`src/rtl/thread_fetch_unit.sv`:
```
// rtl/thread_fetch_unit.sv - round-robin fetch front end for the 5-thread barrel core
// Per-thread PCs confined to 100-word windows, combinational imem lookup, IF/ID register.
module thread_fetch_unit #(
  parameter int NUM_THREADS      = 5,
  parameter int SLOTS_PER_THREAD = 100,
  parameter int AW               = 9
) (
  input  logic          clk,
  input  logic          rst,
  input  logic [4:0]    thread_en,
  input  logic          stall,
  input  logic          redirect_valid,
  input  logic [2:0]    redirect_tid,
  input  logic [6:0]    redirect_off,
  output logic [AW-1:0] imem_addr,
  input  logic [31:0]   imem_rd,
  output logic          if_valid,
  output logic [31:0]   if_instr,
  output logic [AW-1:0] if_pc,
  output logic [2:0]    if_tid
);

  logic [AW-1:0] pc [NUM_THREADS];
  logic [2:0]    last_tid;
  logic [2:0]    sel;
  logic          none_sel;
  logic          issue;
  logic          redir_ok;
  logic [AW-1:0] cur_pc;
  logic [AW-1:0] next_pc;

  function automatic logic [AW-1:0] base_of(input logic [2:0] t);
    return AW'(t) * AW'(SLOTS_PER_THREAD);
  endfunction

  // Scan last_tid+1 .. last_tid+NUM_THREADS (mod NUM_THREADS); last_tid itself comes last.
  always_comb begin
    logic [2:0] cand;
    int         idx;
    logic       found;
    sel   = '0;
    found = 1'b0;
    cand  = '0;
    for (int i = 1; i <= NUM_THREADS; i++) begin
      idx = int'(last_tid) + i;
      if (idx >= NUM_THREADS) idx = idx - NUM_THREADS;
      cand = 3'(idx);
      if (!found && thread_en[cand]) begin
        sel   = cand;
        found = 1'b1;
      end
    end
  end

  always_comb begin
    none_sel  = (thread_en == '0);
    issue     = !stall && !none_sel;
    redir_ok  = redirect_valid && (redirect_tid < 3'(NUM_THREADS))
                && (redirect_off < 7'(SLOTS_PER_THREAD));
    cur_pc    = pc[sel];
    next_pc   = (cur_pc == base_of(sel) + AW'(SLOTS_PER_THREAD - 1)) ? base_of(sel)
                                                                      : cur_pc + AW'(1);
    imem_addr = none_sel ? '0 : cur_pc;
  end

  always_ff @(posedge clk) begin
    if (rst) begin
      for (int t = 0; t < NUM_THREADS; t++) pc[t] <= base_of(3'(t));
      last_tid <= 3'(NUM_THREADS - 1);
      if_valid <= 1'b0;
      if_instr <= '0;
      if_pc    <= '0;
      if_tid   <= '0;
    end else begin
      // A redirect wins over the sequential increment for the same thread.
      for (int t = 0; t < NUM_THREADS; t++) begin
        if (redir_ok && redirect_tid == 3'(t))
          pc[t] <= base_of(3'(t)) + AW'(redirect_off);
        else if (issue && sel == 3'(t))
          pc[t] <= next_pc;
      end

      if (issue) begin
        last_tid <= sel;
        if (redir_ok && redirect_tid == sel) begin
          if_valid <= 1'b0;
        end else begin
          if_valid <= 1'b1;
          if_instr <= imem_rd;
          if_pc    <= cur_pc;
          if_tid   <= sel;
        end
      end else if (!stall) begin
        if_valid <= 1'b0;
      end else if (redir_ok && redirect_tid == if_tid) begin
        // Held instruction is on the wrong path of the redirected thread.
        if_valid <= 1'b0;
      end
    end
  end

endmodule

```
`config.mk`:
```
export PLATFORM = sky130hd
export DESIGN_NAME = thread_fetch_unit
export DESIGN_NICKNAME = d
export VERILOG_FILES = /design/src/rtl/thread_fetch_unit.sv
export SDC_FILE = /design/constraint.sdc
export NUM_CORES = 1
export LEC_CHECK = 0
export ABC_AREA = 1
export CAP_MARGIN = 10
export CORE_MARGIN = 4
export CORE_UTILIZATION = 50
export DETAILED_ROUTE_END_ITERATION = 10
export GPL_TIMING_DRIVEN = 1
export PLACE_DENSITY = 0.76
export RECOVER_POWER = 100
export SLEW_MARGIN = 15
export SYNTH_ARGS = -nofsm -noshare
export SYNTH_HDL_FRONTEND = slang
export SYNTH_SLANG_ARGS = --single-unit
```
`constraint.sdc`:
```
create_clock -name clk -period 5.45 [get_ports clk]
set_clock_uncertainty 0.2 [all_clocks]
set_input_delay 1.3625 -clock clk [delete_from_list [all_inputs] [get_ports clk]]
set_output_delay 1.3625 -clock clk [all_outputs]
set_load 0.05 [all_outputs]
```
==> flow_summary.yaml, run 1 <==
floorplanning:
  initial_core_util: 0.5159
  ioPinCount: 105
  fp.dieH_um: 120.0
  die_area_sq_um: 14410
  die_w_um: 120.0
  core_sq_um: 12160
  rows: 40
sta:
  slew_violations: 0
  worst_pin_slew_ns: 1.240
  fin_crit_ns: 5.252
  finalSetupViolCount: 0
  fmax_mhz: 190.4
  fin_crit_sh: 0.9636
  timing_hold_violations_final: 0
  slew-limit-headroom: 0.1733
critical_path:
  endpoint_kind: "output port"
  max_stage_delay_ns: 0.38
  critical_path_arrival_ns: 3.69
  crit_type: "reg -> out"
  ff2ff_path_depth: 37
  cp_max_fo: 16
  reg2reg_to: "pc[2][4]$_SDFFCE_PP0P_"
  rr_startpoint: "last_tid[0]$_SDFFE_PP0P_"
  start_kind: "register"
  reg2reg_slack_ns: 0.29
  crit_top_cell: "nand3_1"
  slowest_stage: "fa_1"
  crit_chain: "clkinv_4 -> ha_1 -> inv_1 -> fa_1 -> inv_2 -> nand2_1 -> nand3_1 -> nand2_2 -> nand2_1 -> nand3_1 -> nand3_2 -> nand2_1 -> nor2_2 -> nand3_1 -> nand3_1 -> nand2_4 -> nand2_8 -> buf_2 -> nand2_1 -> nand3_1 -> nand3_2 -> nand2_2 -> nor2_2 -> buf_12"
  cp.required_ns: 3.89
cts:
  root_buffer: "clkbuf_16"
  ctsHtreeMaxLevel: 3
  clockBufferDepth: 2
  clk_latency_ns: 0.35
  cts.clk_slew.worst_paths_ns: 0.06
  tritoncts: "built"
  cts_buffers: 9
  clkSinkCount: 93
layout:
  layout_common_cells: "nand2_1 (187), nand3_1 (104), inv_1 (104), nor2_1 (91), o21ai_0 (84)"
  final_common_cell: "nand2_1"
  n_antenna_cell: 0
  fin_nets: 1113
  syn_to_final_growth_pct: 33.86
  drive_above_1_share: 0.1501
  stdcell_area_sq_um: 8399
detailed_routing:
  viasPerCell: 5.405
  antenna_left: 0
  route.detailed.drc: 0
  wire_per_inst_um: 16.11
  drt_iter0_drc: 677
  num_vias: 6524
  wl_mm: 19.45
  drt_first_pass_iters: 5
grt:
  antenna_found_initial: 0
  grt_usage: 0.2619
  grt_pass1_wl_mm: 29.81
  overflow: 0
  grt_max_degree: 50
  grt_pass1_vias: 5894
placement:
  place_area_sq_um: 7865
  place_congestion: 1.003
  dp.final_hpwl_mm: 14.51
  io_buffer_count: 104
synthesis:
  synth_seq_area_share: 0.3685
  netlist_area_sq_um: 6275
  avgSynthCellArea_sq_um: 7.042
  synth_fp_nets: 970
  synth_cell_types: 46
  ys_ff_latch: 93
  synth-edff-count: 45
  ys_warn_count: 0
  async_flop_share: 0
  syn_inst: 891
  ys.flop_type: "dfxtp_1"
min_path:
  hold-path-endpoint: "if_instr[12]$_SDFFE_PP0P_"
  min_path_cells: 2
  hp-class: "reg -> reg"
  hp-start: "if_instr[12]$_SDFFE_PP0P_"
status:
  run_status: "completed"
job:
  maxCapViolCount: 0
how the worst max path moves through the flow:
stage	start	endpoint	slack, ns	cells after the start
CTS	thread_en[3]	imem_addr[7]	-0.004	20
global placement	thread_en[3]	imem_addr[8]	-0.07	19
finish	last_tid[0]$_SDFFE_PP0P_	imem_addr[2]	0.20	24
detailed placement	thread_en[3]	pc[0][4]$_SDFFCE_PP0P_	-0.13	33
floorplan	thread_en[3]	imem_addr[1]	0.23	18
global route	last_tid[0]$_SDFFE_PP0P_	imem_addr[1]	-0.01	24
cells in the mapped netlist, drive strengths merged, types with 9 or more instances:
library cell / number / area share
nand3: 118 / 0.097
a21oi: 38 / 0.032
or2: 9 / 0.0094
dfxtp: 48 / 0.15
ha: 27 / 0.054
nand3b: 9 / 0.011
nand2: 205 / 0.13
nor2: 104 / 0.064
buf: 19 / 0.022
xor2: 10 / 0.014
clkbuf: 15 / 0.0090
nand4: 12 / 0.014
inv: 113 / 0.068
o21ai: 92 / 0.074
edfxtp: 45 / 0.22
cells by family (layout without fill, tap and decap cells):
group	Yosys count	count (layout)	share of synthesized area
and+or+nand+nor	465	465	0.3308
buffers and inverters	148	296	0.09910
AOI/OAI and AO/OA	142	142	0.1236
DFF	93	93	0.3685
adders and majority gates	28	28	0.05703
xor gates and xnor gates	15	15	0.02094
state kept, by name, summed over array words and instances (netlist names):
register  count
if_tid        3
if_valid      1
if_instr     32
if_pc         9
last_tid      3
pc           45
area by class of cell:
cell class / instances / area (sq um)
fillers: 1013 / 3762
clock buffers: 9 / 225.2
inverters: 114 / 437.9
multi-input cells: 650 / 3477
well taps: 168 / 210.2
flip-flops and latches: 93 / 2317
repair buffers: 166 / 1609
clock inverters: 7 / 122.6
per-layer routing:
metal,GRT usage,part of all wire,vias to the layer above
met5,0,0,-
met4,0.1067,0.035,0
met3,0.05090,0.070,49
met2,0.4387,0.48,284
met1,0.3310,0.41,2981
li1,-,-,3210
worst max-delay path: cells and delay by family (launching register included):
kind	cells	cell delay [ns]
flops	1	0.34
fa+ha+maj	2	0.52
simple gates	17	1.82
buf+inv	5	0.63
through the flow:
step / setup slack (ns) / cells / hold WS, ns / TNS, ns / util
3_3_place_gp: -0.07416 / 1186 / 0.2603 / -0.4678 / 0.6467
2_1_floorplan: 0.2306 / 891 / 0.3982 / 0 / -
6_report: 0.1982 / 1207 / 0.2756 / 0 / 0.6906
4_1_cts: -0.003598 / 1202 / 0.2857 / -0.005501 / 0.6778
5_1_grt: -0.01262 / 1207 / 0.3057 / -0.01262 / 0.6906
3_5_place_dp: -0.1255 / 1186 / 0.2708 / -2.224 / 0.6467
what timing repair did:
action,CTS,global route
hold endpoints to repair,0,0
endpoints found under the setup margin,9,45
cloned,0,1
pin swaps,0,8
gates resized for setup,12,51
buffers inserted,0,4
hold buffers,0,0
Power of run 1 is left out: the tool's default activity adds up to more than one toggle a clock period on the data nets, which glitch-free logic cannot reach.
==> run 2: changes to the inputs <==
--- a/constraint.sdc
+++ b/constraint.sdc
@@ -3,3 +3,3 @@
 set_input_delay 1.3625 -clock clk [delete_from_list [all_inputs] [get_ports clk]]
 set_output_delay 1.3625 -clock clk [all_outputs]
-set_load 0.05 [all_outputs]
+set_load 0.1 [all_outputs]
==> run 2 against run 1 <==
Sequential share of layout area decreased by 0.35 points. Wire length increased by 1.1%. First-iteration DRC count increased by 5.6%. Flip-flop and latch count unchanged. Maximum frequency decreased by 2.0%. Design area increased by 1.4%. Clock-buffer cell count unchanged. Global-route usage increased by 0.37 points. Non-clock buffer count increased by 2. Worst hold slack improved by 0.0043 ns. Critical endpoint is now imem_addr[5]. Largest cell class unchanged. Highest routed layer unchanged.
==> flow_summary.yaml, run 2 (synthesized netlist as in run 1, its figures left out) <==
detailed_routing:
  wl_mm: 19.66
  viasPerCell: 5.331
  antenna_left: 0
  wire_per_inst_um: 16.25
  drt_first_pass_iters: 7
  drt_iter0_drc: 715
  route.detailed.drc: 0
  num_vias: 6451
layout:
  finish.utilization: 0.7000
  drive_above_1_share: 0.1631
  top_regs: "pc (45), if_instr (32), if_pc (9)"
  final_common_cell: "nand2_1"
  fin_cells: 1210
  layout_common_cells: "nand2_1 (185), nand3_1 (105), inv_1 (103), clkdlybuf4s50_1 (91), nor2_1 (88)"
  syn_to_final_growth_pct: 35.67
  fillCellCount: 1026
  regMostFlops: "pc"
  largest_register_ffs: 45
  fin_nets: 1116
  n_antenna_cell: 0
sta:
  slew-limit-headroom: 0.3152
  fmax_mhz: 186.6
  fin_crit_sh: 0.9836
  slew_violations: 0
  worst_pin_slew_ns: 1.024
  fin_crit_ns: 5.360
  timing_hold_violations_final: 0
  finalSetupViolCount: 0
cts:
  cts_buffers: 9
  clockBufferDepth: 2
  tritoncts: "built"
  clkSinkCount: 93
  ctsHtreeMaxLevel: 3
  clk_latency_ns: 0.35
  cts.clk_slew.worst_paths_ns: 0.06
  root_buffer: "clkbuf_16"
floorplanning:
  initial_core_util: 0.5159
  core_sq_um: 12160
  fp.dieH_um: 120.0
  die_area_sq_um: 14410
  die_w_um: 120.0
  rows: 40
  ioPinCount: 105
critical_path:
  max_stage_delay_ns: 0.43
  crit_top_cell: "nand3_2"
  start_kind: "input pin"
  cp_max_fo: 7
  slowest_stage: "clkdlybuf4s50_1"
  crit_chain: "clkdlybuf4s50_1 -> inv_1 -> nor2_1 -> nand2_1 -> nand2_1 -> nand2_2 -> nand3_2 -> nor2_4 -> nand3_2 -> nand2_4 -> buf_6 -> nand3_1 -> nand3_1 -> nand3_2 -> nand2_2 -> inv_1 -> nor2_2 -> buf_12"
  endpoint_kind: "output port"
  cp.required_ns: 3.89
  crit_type: "in -> out"
  critical_path_arrival_ns: 3.80
min_path:
  hp-class: "reg -> reg"
grt:
  grt_pass1_wl_mm: 30.31
  grt_max_degree: 50
  grt_usage: 0.2656
  overflow: 0
  grt_pass1_vias: 5870
  antenna_found_initial: 0
placement:
  place_congestion: 1.016
  placedCellCount: 1180
  dp.final_hpwl_mm: 14.46
  io_buffer_count: 104
job:
  maxCapViolCount: 0
status:
  run_status: "completed"
-- run 2: cell count changes in the layout (fill, tap and decap cells not counted), moves of 2 or more --
cell / delta
o21ai_2: +2
nand2_4: +2
buf_2: -2
nand2_1: -2
buf_4: +8
clkbuf_4: -3
clkbuf_1: -2
nor2_4: +3
dlygate4sd3_1: -45
clkdlybuf4s50_1: +46
nor2_1: -3
-- run 2: final timing paths --
path	slack [ns]	startpoint	cells after the start	end
hold reg to reg	0.28	if_instr[18]$_SDFFE_PP0P_	2	if_instr[18]$_SDFFE_PP0P_
setup / recovery	0.09	thread_en[4]	18	imem_addr[5]
setup reg to reg	0.36	last_tid[0]$_SDFFE_PP0P_	33	pc[1][7]$_SDFFCE_PP0P_
hold / removal	0.28	if_instr[18]$_SDFFE_PP0P_	2	if_instr[18]$_SDFFE_PP0P_
-- run 2: cell type report --
class,count,area [sq um],area share
multi-input combinational,651,3556,0.4177
sequential,93,2318,0.2723
timing repair buffer,168,1670,0.1962
inverter,114,435.4,0.05115
clock buffer,9,225.2,0.02646
tap,168,210.2,0.02469
clock inverter,7,97.59,0.01146
-- run 2: what timing repair did --
action	CTS	global route
gates resized for setup	5	57
hold buffers	0	0
gates cloned	0	2
pin swaps	0	15
endpoints found under the setup margin	8	54
setup buffers	0	12
-- run 2: stage by stage --
step | hold slack, ns | area [sq um] | worst slack [ns] | setup TNS (ns)
after floorplan | 0.4066 | 6297 | 0.08712 | 0
after global placement | 0.2601 | 7843 | -0.02973 | -0.04741
after detailed placement | 0.2702 | 7843 | -0.1191 | -1.654
after CTS | 0.2854 | 8179 | -0.01029 | -0.01029
after global routing | 0.3159 | 8513 | -0.03030 | -0.04874
final | 0.2799 | 8513 | 0.08962 | 0
-- run 2: critical path: cells and delay by family --
| family | cells | cell delay, ns |
|---|---|---|
| simple gates | 13 | 1.46 |
| buf+inv | 5 | 0.95 |
-- run 2: metal layers --
layer  global-route usage  wire, um  up-vias
li1                     -         -     3212
met1               0.3396      8005     2922
met2               0.4489      9778      273
met3              0.04571      1310       44
met4              0.09950       568        0
met5                    0         0        -
Power of run 2 is left out for the same reason.
==> run 3: changes to the inputs <==
--- a/config.mk
+++ b/config.mk
@@ -8,9 +8,9 @@
 export ABC_AREA = 1
 export CAP_MARGIN = 10
-export CORE_MARGIN = 4
-export CORE_UTILIZATION = 50
+export CORE_MARGIN = 2
+export CORE_UTILIZATION = 54
 export DETAILED_ROUTE_END_ITERATION = 10
 export GPL_TIMING_DRIVEN = 1
-export PLACE_DENSITY = 0.76
+export PLACE_DENSITY = 0.81
 export RECOVER_POWER = 100
 export SLEW_MARGIN = 15
--- a/constraint.sdc
+++ b/constraint.sdc
@@ -3,3 +3,3 @@
 set_input_delay 1.3625 -clock clk [delete_from_list [all_inputs] [get_ports clk]]
 set_output_delay 1.3625 -clock clk [all_outputs]
-set_load 0.1 [all_outputs]
+set_load 0.005 [all_outputs]
==> run 3 against run 2 <==
Maximum frequency up 0.67%. Design area decreased by 0.29%. Core utilization grew 4.7 points. Die area down 13%. Worst hold slack lost 0.0030 ns. Clock-buffer cell count did not move. Non-clock buffer count grew 15. Register-to-register slack worse by 0.10 ns. First-iteration DRC count shrank 0.14%. Critical path type unchanged. Critical endpoint is now imem_addr[6].
==> flow_summary.yaml, run 3 (synthesized netlist as in run 1, its figures left out) <==
cts:
  clockBufferDepth: 2
  ctsHtreeMaxLevel: 3
  clkSinkCount: 93
  holdBufCountCts: 0
  cts.clk_slew.worst_paths_ns: 0.07
  clk_latency_ns: 0.36
  root_buffer: "clkbuf_16"
  tritoncts: "built"
  cts_buffers: 9
layout:
  fin_nets: 1130
  drive_above_1_share: 0.1733
  fillCellCount: 861
  final_common_cell: "nand2_1"
  n_antenna_cell: 0
  syn_to_final_growth_pct: 35.27
  top_regs: "pc (45), if_instr (32), if_pc (9)"
  regMostFlops: "pc"
  largest_register_ffs: 45
  layout_common_cells: "nand2_1 (175), nand3_1 (103), inv_1 (101), nor2_1 (96), o21ai_0 (82)"
sta:
  fmax_mhz: 187.8
  slew_violations: 0
  timing.final.ws_setup_ns: 0.1251
  finalSetupViolCount: 0
  worst_pin_slew_ns: 0.6373
  slew-limit-headroom: 0.5739
  fin_crit_sh: 0.9771
  timing_hold_violations_final: 0
  fin_crit_ns: 5.325
grt:
  overflow: 0
  antenna_found_initial: 0
  grt_pass1_wl_mm: 30.56
  grt_max_degree: 49
  grt_usage: 0.3075
  grt_pass1_vias: 6220
status:
  run_status: "completed"
critical_path:
  reg2reg_to: "pc[3][7]$_SDFFCE_PP0P_"
  rr_startpoint: "last_tid[0]$_SDFFE_PP0P_"
  cp_max_fo: 7
  reg2reg_slack_ns: 0.26
  cp.required_ns: 3.89
  crit_type: "in -> out"
  ff2ff_path_depth: 36
  start_kind: "input pin"
  critical_path_arrival_ns: 3.76
  endpoint_kind: "output port"
placement:
  place_ws_ns: -0.2964
  io_buffer_count: 104
  dp.final_hpwl_mm: 14.17
  place_congestion: 0.9559
detailed_routing:
  antenna_left: 0
  viasPerCell: 5.590
  num_vias: 6702
  wl_mm: 19.68
  drt_iter0_drc: 714
  drt_first_pass_iters: 7
  route.detailed.drc: 0
  wire_per_inst_um: 16.41
min_path:
  hold-path-endpoint: "if_instr[16]$_SDFFE_PP0P_"
  min_path_cells: 2
  hp-class: "reg -> reg"
  hp-start: "if_instr[16]$_SDFFE_PP0P_"
floorplanning:
  fp.dieH_um: 111.8
  ioPinCount: 105
  die_area_sq_um: 12500
  die_w_um: 111.8
  rows: 39
  core_sq_um: 11370
  initial_core_util: 0.5519
job:
  maxCapViolCount: 0
-- run 3: worst max-delay path: stages --
cell	delay, ns
clkdlybuf4s50_1	0.44
inv_2	0.10
nor2_1	0.05
nand3_1	0.11
buf_4	0.13
nand3_2	0.09
nor2_4	0.19
nand3_4	0.14
nor2_4	0.15
inv_1	0.08
nand2_4	0.12
buf_4	0.12
nand3_1	0.08
nand3_1	0.13
nand2_1	0.10
nor2_1	0.10
dlygate4sd2_1	0.27
-- run 3: how the worst max path moves through the flow --
stage                             from                     end  slack [ns]
after floorplan           thread_en[3]      pc[4][7]$_DFFE_PP_        0.68
after global placement    thread_en[3]            imem_addr[4]       -0.23
after detailed placement  thread_en[3]            imem_addr[0]       -0.30
after CTS                 thread_en[3]            imem_addr[5]       -0.22
after global routing      thread_en[4]  pc[3][7]$_SDFFCE_PP0P_       -0.07
final                     thread_en[4]            imem_addr[6]        0.13
-- run 3: cell type report --
type,instances,area [sq um],area share
Inverter,114,441.7,0.05203
Multi-Input combinational cell,650,3555,0.4188
Sequential cell,93,2317,0.2730
Timing Repair Buffer,183,1692,0.1993
Clock buffer,9,225.2,0.02653
Tap cell,143,178.9,0.02108
Clock inverter,7,78.83,0.009287
-- run 3: timing repair --
item / 4_1_cts / 5_1_grt
resized for setup: 18 / 70
setup buffers: 3 / 10
gates cloned: 0 / 1
setup endpoints to repair: 9 / 54
pin swaps: 2 / 12
-- run 3: per-stage QoR --
| stage | cell area (sq um) | std cells | utilization | setup TNS [ns] | hold slack [ns] |
|---|---|---|---|---|---|
| after global placement | 7816 | 1169 | 0.6875 | -3.944 | 0.2619 |
| after global routing | 8488 | 1199 | 0.7466 | -0.5027 | 0.3101 |
| after detailed placement | 7816 | 1169 | 0.6875 | -8.352 | 0.2698 |
| after CTS | 8189 | 1188 | 0.7203 | -0.9956 | 0.2875 |
| final | 8488 | 1199 | 0.7466 | 0 | 0.2769 |
| after floorplan | 6275 | 891 | - | 0 | 0.2776 |
-- run 3: layer usage --
| metal | vias up | track usage | share of wire |
|---|---|---|---|
| met4 | 0 | 0.1621 | 0.055 |
| met2 | 341 | 0.5224 | 0.48 |
| met1 | 3035 | 0.3736 | 0.39 |
| met3 | 90 | 0.05280 | 0.071 |
| met5 | - | 0 | 0 |
| li1 | 3236 | - | - |
Power of run 3 is left out for the same reason.
